File: src/rtl/t03_pkg.sv
// t03_pkg: shared types and constants for the t03 fetch stage
package t03_pkg;
  typedef enum logic [1:0] {IDLE, FETCH, VALID, FLUSH} fetch_state_t;
  localparam logic [31:0] NOP_INST_DEF = 32'h0000_0013;
  localparam logic [31:0] RESET_PC_DEF = 32'h0000_0000;
  function automatic logic [31:0] word_align(input logic [31:0] a);
    return {a[31:2], 2'b00};
  endfunction
endpackage

File: src/rtl/t03_fetch_if.sv
// t03_fetch_if: fetch-stage bundle covering imem, redirect and decoder handshakes
interface t03_fetch_if;
  logic        en;
  logic        imem_req;
  logic [31:0] imem_addr;
  logic        imem_ack;
  logic [31:0] imem_rdata;
  logic        redirect_valid;
  logic [31:0] redirect_target;
  logic [31:0] inst;
  logic [31:0] inst_pc;
  logic [31:0] pc_plus4;
  logic        inst_valid;
  logic        inst_ready;
  modport master (
    input  en, imem_ack, imem_rdata, redirect_valid, redirect_target, inst_ready,
    output imem_req, imem_addr, inst, inst_pc, pc_plus4, inst_valid
  );
  modport slave (
    output en, imem_ack, imem_rdata, redirect_valid, redirect_target, inst_ready,
    input  imem_req, imem_addr, inst, inst_pc, pc_plus4, inst_valid
  );
endinterface

File: src/rtl/t03_pc_reg.sv
// t03_pc_reg: program counter with load/increment/hold
module t03_pc_reg #(
  parameter logic [31:0] RESET_PC = t03_pkg::RESET_PC_DEF
) (
  input  logic        clk,
  input  logic        rst,
  input  logic        i_load,
  input  logic        i_incr,
  input  logic [31:0] i_target,
  output logic [31:0] o_pc
);
  logic [31:0] r_pc;
  // load wins over increment; otherwise hold
  always_ff @(posedge clk)
    r_pc <= rst ? RESET_PC : i_load ? i_target : i_incr ? r_pc + 32'd4 : r_pc;
  assign o_pc = r_pc;
endmodule

File: src/rtl/t03_fetch.sv
// t03_fetch: PC, imem request FSM and instruction register feeding the decoder
module t03_fetch #(
  parameter logic [31:0] RESET_PC = t03_pkg::RESET_PC_DEF,
  parameter logic [31:0] NOP_INST = t03_pkg::NOP_INST_DEF
) (
  input logic         clk,
  input logic         rst,
  t03_fetch_if.master bus
);
  import t03_pkg::*;
  fetch_state_t r_state, w_next;
  logic [31:0] r_addr, r_inst, w_pc, w_target, w_addr_d;
  logic        w_pc_incr, w_addr_load, w_inst_load, w_inst_clr;
  assign w_target  = word_align(bus.redirect_target);
  assign w_addr_d  = bus.redirect_valid ? w_target : r_state == VALID ? w_pc + 32'd4 : w_pc;
  assign w_pc_incr = r_state == VALID && !bus.redirect_valid && bus.inst_ready;
  t03_pc_reg #(.RESET_PC(RESET_PC)) u_pc (
    .clk      (clk),
    .rst      (rst),
    .i_load   (bus.redirect_valid),
    .i_incr   (w_pc_incr),
    .i_target (w_target),
    .o_pc     (w_pc)
  );
  // next state and register-load strobes; a redirect always reloads the pc
  always_comb begin
    w_next      = r_state;
    w_addr_load = 1'b0;
    w_inst_load = 1'b0;
    w_inst_clr  = 1'b0;
    case (r_state)
      IDLE: begin
        w_next      = bus.en ? FETCH : IDLE;
        w_addr_load = bus.en;
      end
      FETCH: begin
        w_inst_load = bus.imem_ack && !bus.redirect_valid;
        w_addr_load = bus.imem_ack && bus.redirect_valid;
        w_next      = w_inst_load ? VALID : (!bus.imem_ack && bus.redirect_valid) ? FLUSH : FETCH;
      end
      FLUSH: begin
        w_next      = bus.imem_ack ? FETCH : FLUSH;
        w_addr_load = bus.imem_ack;
      end
      VALID: begin
        w_inst_clr  = bus.redirect_valid || bus.inst_ready;
        w_next      = !w_inst_clr ? VALID : bus.en ? FETCH : IDLE;
        w_addr_load = w_inst_clr && bus.en;
      end
    endcase
  end
  // state register
  always_ff @(posedge clk)
    r_state <= rst ? IDLE : w_next;
  // fetch address, held while a request is outstanding
  always_ff @(posedge clk)
    r_addr <= rst ? RESET_PC : w_addr_load ? w_addr_d : r_addr;
  // instruction register, NOP whenever nothing live is held
  always_ff @(posedge clk)
    r_inst <= (rst || w_inst_clr) ? NOP_INST : w_inst_load ? bus.imem_rdata : r_inst;
  assign bus.imem_req   = r_state == FETCH || r_state == FLUSH;
  assign bus.imem_addr  = r_addr;
  assign bus.inst       = r_inst;
  assign bus.inst_valid = r_state == VALID;
  assign bus.inst_pc    = w_pc;
  assign bus.pc_plus4   = w_pc + 32'd4;
endmodule

File: src/flat_wrapper.sv
// flat-port wrapper written by rule: the top's interface ports become plain ports
module t03_fetch_flat import t03_pkg::*;
#(
  parameter logic [31:0] RESET_PC = t03_pkg::RESET_PC_DEF,
  parameter logic [31:0] NOP_INST = t03_pkg::NOP_INST_DEF
)
  (clk, rst, bus_en, bus_imem_ack, bus_imem_rdata, bus_redirect_valid, bus_redirect_target, bus_inst_ready, bus_imem_req, bus_imem_addr, bus_inst, bus_inst_pc, bus_pc_plus4, bus_inst_valid);
  t03_fetch_if bus_i ();
  input logic clk;
  input logic rst;
  input wire logic [$bits(bus_i.en)-1:0] bus_en;
  input wire logic [$bits(bus_i.imem_ack)-1:0] bus_imem_ack;
  input wire logic [$bits(bus_i.imem_rdata)-1:0] bus_imem_rdata;
  input wire logic [$bits(bus_i.redirect_valid)-1:0] bus_redirect_valid;
  input wire logic [$bits(bus_i.redirect_target)-1:0] bus_redirect_target;
  input wire logic [$bits(bus_i.inst_ready)-1:0] bus_inst_ready;
  output wire logic [$bits(bus_i.imem_req)-1:0] bus_imem_req;
  output wire logic [$bits(bus_i.imem_addr)-1:0] bus_imem_addr;
  output wire logic [$bits(bus_i.inst)-1:0] bus_inst;
  output wire logic [$bits(bus_i.inst_pc)-1:0] bus_inst_pc;
  output wire logic [$bits(bus_i.pc_plus4)-1:0] bus_pc_plus4;
  output wire logic [$bits(bus_i.inst_valid)-1:0] bus_inst_valid;
  assign bus_i.en = bus_en;
  assign bus_i.imem_ack = bus_imem_ack;
  assign bus_i.imem_rdata = bus_imem_rdata;
  assign bus_i.redirect_valid = bus_redirect_valid;
  assign bus_i.redirect_target = bus_redirect_target;
  assign bus_i.inst_ready = bus_inst_ready;
  assign bus_imem_req = bus_i.imem_req;
  assign bus_imem_addr = bus_i.imem_addr;
  assign bus_inst = bus_i.inst;
  assign bus_inst_pc = bus_i.inst_pc;
  assign bus_pc_plus4 = bus_i.pc_plus4;
  assign bus_inst_valid = bus_i.inst_valid;
  t03_fetch #(.RESET_PC(RESET_PC), .NOP_INST(NOP_INST)) u_core (.clk(clk), .rst(rst), .bus(bus_i));
endmodule
File: config.mk
export PLATFORM = sky130hd
export DESIGN_NAME = t03_fetch_flat
export DESIGN_NICKNAME = d
export VERILOG_FILES = /design/src/rtl/t03_pkg.sv /design/src/rtl/t03_fetch_if.sv /design/src/rtl/t03_pc_reg.sv /design/src/rtl/t03_fetch.sv /design/src/flat_wrapper.sv
export SDC_FILE = /design/constraint.sdc
export NUM_CORES = 1
export LEC_CHECK = 0
export ABC_AREA = 1
export CORE_UTILIZATION = 48
export CTS_BUF_LIST = sky130_fd_sc_hd__clkbuf_8 sky130_fd_sc_hd__clkbuf_16
export CTS_CLUSTER_DIAMETER = 80
export CTS_CLUSTER_SIZE = 40
export DETAILED_ROUTE_END_ITERATION = 10
export PLACE_DENSITY = 0.83
export SETUP_SLACK_MARGIN = 0.05
export SYNTH_ARGS = -nofsm -noshare
export SYNTH_HDL_FRONTEND = slang
export SYNTH_SLANG_ARGS = --single-unit
File: constraint.sdc
create_clock -name clk -period 2.71 [get_ports clk]
set_input_delay 0.542 -clock clk [delete_from_list [all_inputs] [get_ports clk]]
set_output_delay 0.542 -clock clk [all_outputs]
set_load 0.02 [all_outputs]
# Yosys cells after proc, flatten, opt, wreduce, memory -nomap -nowiden
# Index checks and enable logic that the tools add are counted.
[word_totals] out_inout_bits=130 reg_bits=98
[op_classes] reduce_logical=13 addsub=1 eq_ne=3 n_mux=13
[op_table] operator="$mux 32" count=4
[op_table] operator="$add 32x3->32 const B" count=1
[op_table] operator="$mux 2" count=4
[op_table] operator="$pmux 2 s4" count=1
[op_table] operator="$logic_and 1x1->1" count=6
[op_table] operator="$eq 2x2->1 const B" count=2
[op_table] operator="$pmux 1 s4" count=1
[op_table] operator="$logic_or 1x1->1" count=3
[op_table] operator="$mux 1" count=3
[op_table] operator="$eq 2x1->1 const B" count=1
[op_table] operator="$logic_not 1->1" count=2
[op_table] operator="$logic_not 2->1" count=1
[op_table] operator="$reduce_bool 2->1" count=1

# Longest topological paths before layout
[depth] depth_word=5 depth_mapped=11 depth_no_buf=10

# Cells and area by module
# Synthesis repeated with hierarchy kept, for this count alone.
[hier_totals] cells_unflattened=957 area_unflattened_um2=5999.5
[modules_own_cells] module="t03_fetch" instances=1 cells_each=626 seq_area_each_um2=1321.3 area_per_inst_um2=3892.5
[modules_own_cells] module="t03_pc_reg" instances=1 cells_each=331 seq_area_each_um2=640.6 area_per_inst_um2=2107.0

# Worst setup path before layout
# OpenSTA, ideal clock, no wires.
[synth_timing] path_kind="register to output" from="reg u_core.u_pc.r_pc[3], in the netlist u_core.u_pc.o_pc[3]" to="out bus_pc_plus4[26]" required_ps=2168 stages_incl_launch_ff=9 path_slack_ps=613 arrival_ps=1555 n_path_buf=0 cell_sequence="dfxtp_1 -> ha_1 -> inv_1 -> nor2_2 -> nand2_2 -> nor2_4 -> nand2_1 -> nand2_1 -> and2_1"
[synth_via] elab_chain_len=1
[synth_lines] element="start, declared" line_no="t03_pc_reg.sv:12" rtl="logic [31:0] r_pc;"
[synth_lines] element="start signal, assigned" line_no="t03_pc_reg.sv:15" rtl="r_pc <= rst ? RESET_PC : i_load ? i_target : i_incr ? r_pc + 32'd4 : r_pc;"
[synth_lines] element="$add 32x3->32" line_no="t03_fetch.sv:66" rtl="assign bus.pc_plus4 = w_pc + 32'd4;"
[synth_lines] element="end, declared" line_no="flat_wrapper.sv:21" rtl="output wire logic [$bits(bus_i.pc_plus4)-1:0] bus_pc_plus4;"
# Every way passes these cells.

# Worst setup path in the final report
# Same ends and word-level chain as after synthesis.

==> flow_summary.yaml <==
routing:
  remaining_drc_errors: 0
  wl_per_cell_um: 15.2
  vias: 6021
  drt_wl_total_um: 17100
  via_per_inst: 5.35
  first_pass_iters: 6
  ant_nets: 0
  drt_iter0_drc: 552
cells_and_area:
  diodes: 0
  instances_no_fill: 1125
  multi_input_area_mm2: 0.00297
  utilization_pct: 71.4
  fin_area_mm2: 0.00751
  regArea_mm2: 0.00190
  final.fill_count: 876
  syn_to_final_growth_pct: 41.7
  final_common_cell: "nand2_1"
  final_nets: 1057
  mostFrequentLayoutCells: "nand2_1, clkdlybuf4s50_1, a21oi_1, dfxtp_1, inv_1"
  drive_above_1_share_pct: 12.0
timing:
  fin_worst_skew_ns: 0.0161
  min_period_over_period_pct: 96.3
  worstMarginPinSlew_ns: 0.621
  fin_crit_ns: 2.61
  drv_slew: 0
  tns_ns: 0
  setup-violations-final: 0
  max-slew-margin-rel_pct: 58.5
  fmax_ghz: 0.383
  hold_viol_final: 0
  hold_slack_ns: 0.465
  rsz0062_at_grt: "yes"
clocking:
  clk_latency_ns: 0.37
  cts.htree.levels: 3
  numClockSinks: 94
  clk_path_buf_depth: 2
  root_buffer: "clkbuf_8"
  cts_tree: "done"
  clkTransAtPathRegs_ns: 0.10
  cts_buffers: 9
  ctsHoldBuffers: 0
floorplan:
  initial_utilization_pct: 50.4
  io_pins: 200
  die_width_um: 107
  core_area_mm2: 0.0105
  rows: 37
  die_h_um: 107
  die_area_mm2: 0.0115
synthesis:
  syn_avg_cell_area_um2: 6.57
  yosys_warnings: 0
  synth-seq-cells: 94
  synth_cell_types: 29
  synthTopCellsByArea: "dfxtp_1, nand2_1, a21oi_1"
  synthCells: 806
  syn_area_mm2: 0.00530
  synth_top_area_share_pct: 35.5
  synth.largest_area_cell: "dfxtp_1"
  ys_seq_area_share_pct: 35.5
grt:
  grt_pass1_vias: 5352
  grtUsageTotal_pct: 29.1
  antenna_found_initial: 0
  grt.overflow.total: 0
  grt_max_degree: 53
  grt_first_pass_wirelength_um: 26400
pwr:
  leakagePower_nw: 3.02
  p_per_area_mw_per_mm2: 467
  vdd_drop_max_mv: 0.308
worst_setup_path:
  slowest_stage: "dfxtp_4"
  path_cells: "ha_4 > inv_1 > nor2_4 > nand2_4 > nor2_4 > nand3_1 > and2_1 > clkdlybuf4s15_2"
  critPathMaxFanout: 6
  start_kind: "flip-flop"
  worstPathRequired_ns: 2.17
  worstSetupPathType: "reg -> out"
  endpoint_kind: "primary output"
  cpPeakStageDelay_ns: 0.40
  critPathArrivalTime_ns: 2.07
  cpMostUsedCell: "nor2_4"
worst_hold_path:
  hp-class: "reg -> reg"
placement:
  hpwl_um: 11700
  dpl_cell_area_mm2: 0.00721
  gp_congestion: 0.933
  placed_cells: 1105
  port_buffers: 191
run:
  cap_violations: 0
run_status:
  status: "finished clean"
layer usage:
metal	track usage, %	routed length, um	vias to the layer above	part of all wire [%]
li1	-	-	2958	-
met1	39.2	7340	2731	43
met2	45.6	7760	291	45
met3	5.96	1480	41	8.6
met4	11.1	518	0	3.0
met5	0	0	-	0
worst paths after layout:
| path | end | slack [ns] | start | depth (start not counted) |
|---|---|---|---|---|
| worst min register to register | u_core.bus.inst[3] | 0.47 | u_core.bus.inst[3] | 2 |
| worst min-delay path | u_core.bus.inst[3] | 0.47 | u_core.bus.inst[3] | 2 |
| worst max-delay path | bus_pc_plus4[26] | 0.10 | u_core.u_pc.o_pc[3] | 8 |
| worst max register to register | u_core.u_pc.o_pc[8] | 0.79 | u_core.r_state[0] | 8 |
power by group:
part | internal [mW] | total [mW] | switching (mW) | leakage [nW]
clock | 0.336 | 0.882 | 0.546 | 0.0834
combinational | 0.448 | 1.04 | 0.597 | 2.16
sequential | 1.48 | 1.58 | 0.0929 | 0.776
total | 2.27 | 3.50 | 1.24 | 3.02
flip-flops by register name, indices dropped and copies added, names as in the netlist:
name,count
u_core.bus.inst,32
u_core.bus.imem_addr,30
u_core.r_state,2
u_core.u_pc.o_pc,30
through the flow:
stage | total power, mW | worst slack (ns)
floorplan | 2.17 | 0.613
detailed placement | 2.64 | 0.0345
global placement | 2.63 | 0.104
finish | 3.50 | 0.101
global route | 3.66 | 0.00318
CTS | 3.49 | 0.0503
cells in the mapped netlist:
cell and n:
buf_6 8, nand2_2 12, inv_2 7, a31oi_1 2
buf_4 11, nor2_8 1, clkbuf_1 16, ha_1 3
clkbuf_2 1, nor2_2 10, nand2_1 223, nand3_4 1
nor2_1 43, and2_1 6, nor2_4 9, inv_1 63
a21oi_1 111, nand4_1 2, o22ai_1 2, nand3_1 58
nor3_1 2, o21ai_0 61, a21oi_2 11, buf_2 14
o21ai_1 26, dfxtp_1 94, inv_4 1, xor2_1 7
conb_1 1
repair_timing:
action	4_1_cts	5_1_grt
pin swaps	1	5
setup endpoints to repair	25	20
setup buffers	0	4
gates resized for setup	43	31
worst max-delay path: cells and delay by family, from the launching register on:
kind / cells / cell delay, ns
and+or+nand+nor: 5 / 0.81
DFF: 1 / 0.40
buffers and inverters: 2 / 0.33
adders and majority gates: 1 / 0.17
logic make-up (layout without fill, tap and decap cells):
logic type,after synthesis,after routing,synth area share (%)
buffers and inverters,121,299,10.9
DFF,94,94,35.5
AOI/OAI and AO/OA,213,213,21.0
adders and majority gates,3,3,0.708
xor gates and xnor gates,7,7,1.16
and+or+nand+nor,367,367,30.7
other,1,6,0.0708
final cells by class:
type	instances	area share [%]
clock buffers	9	1.65
clock inverters	7	0.650
inverters	71	3.58
multi-input cells	596	39.5
flip-flops and latches	94	25.3
well taps	136	2.27
repair buffers	212	27.0
(Power assumes the default switching activity.)
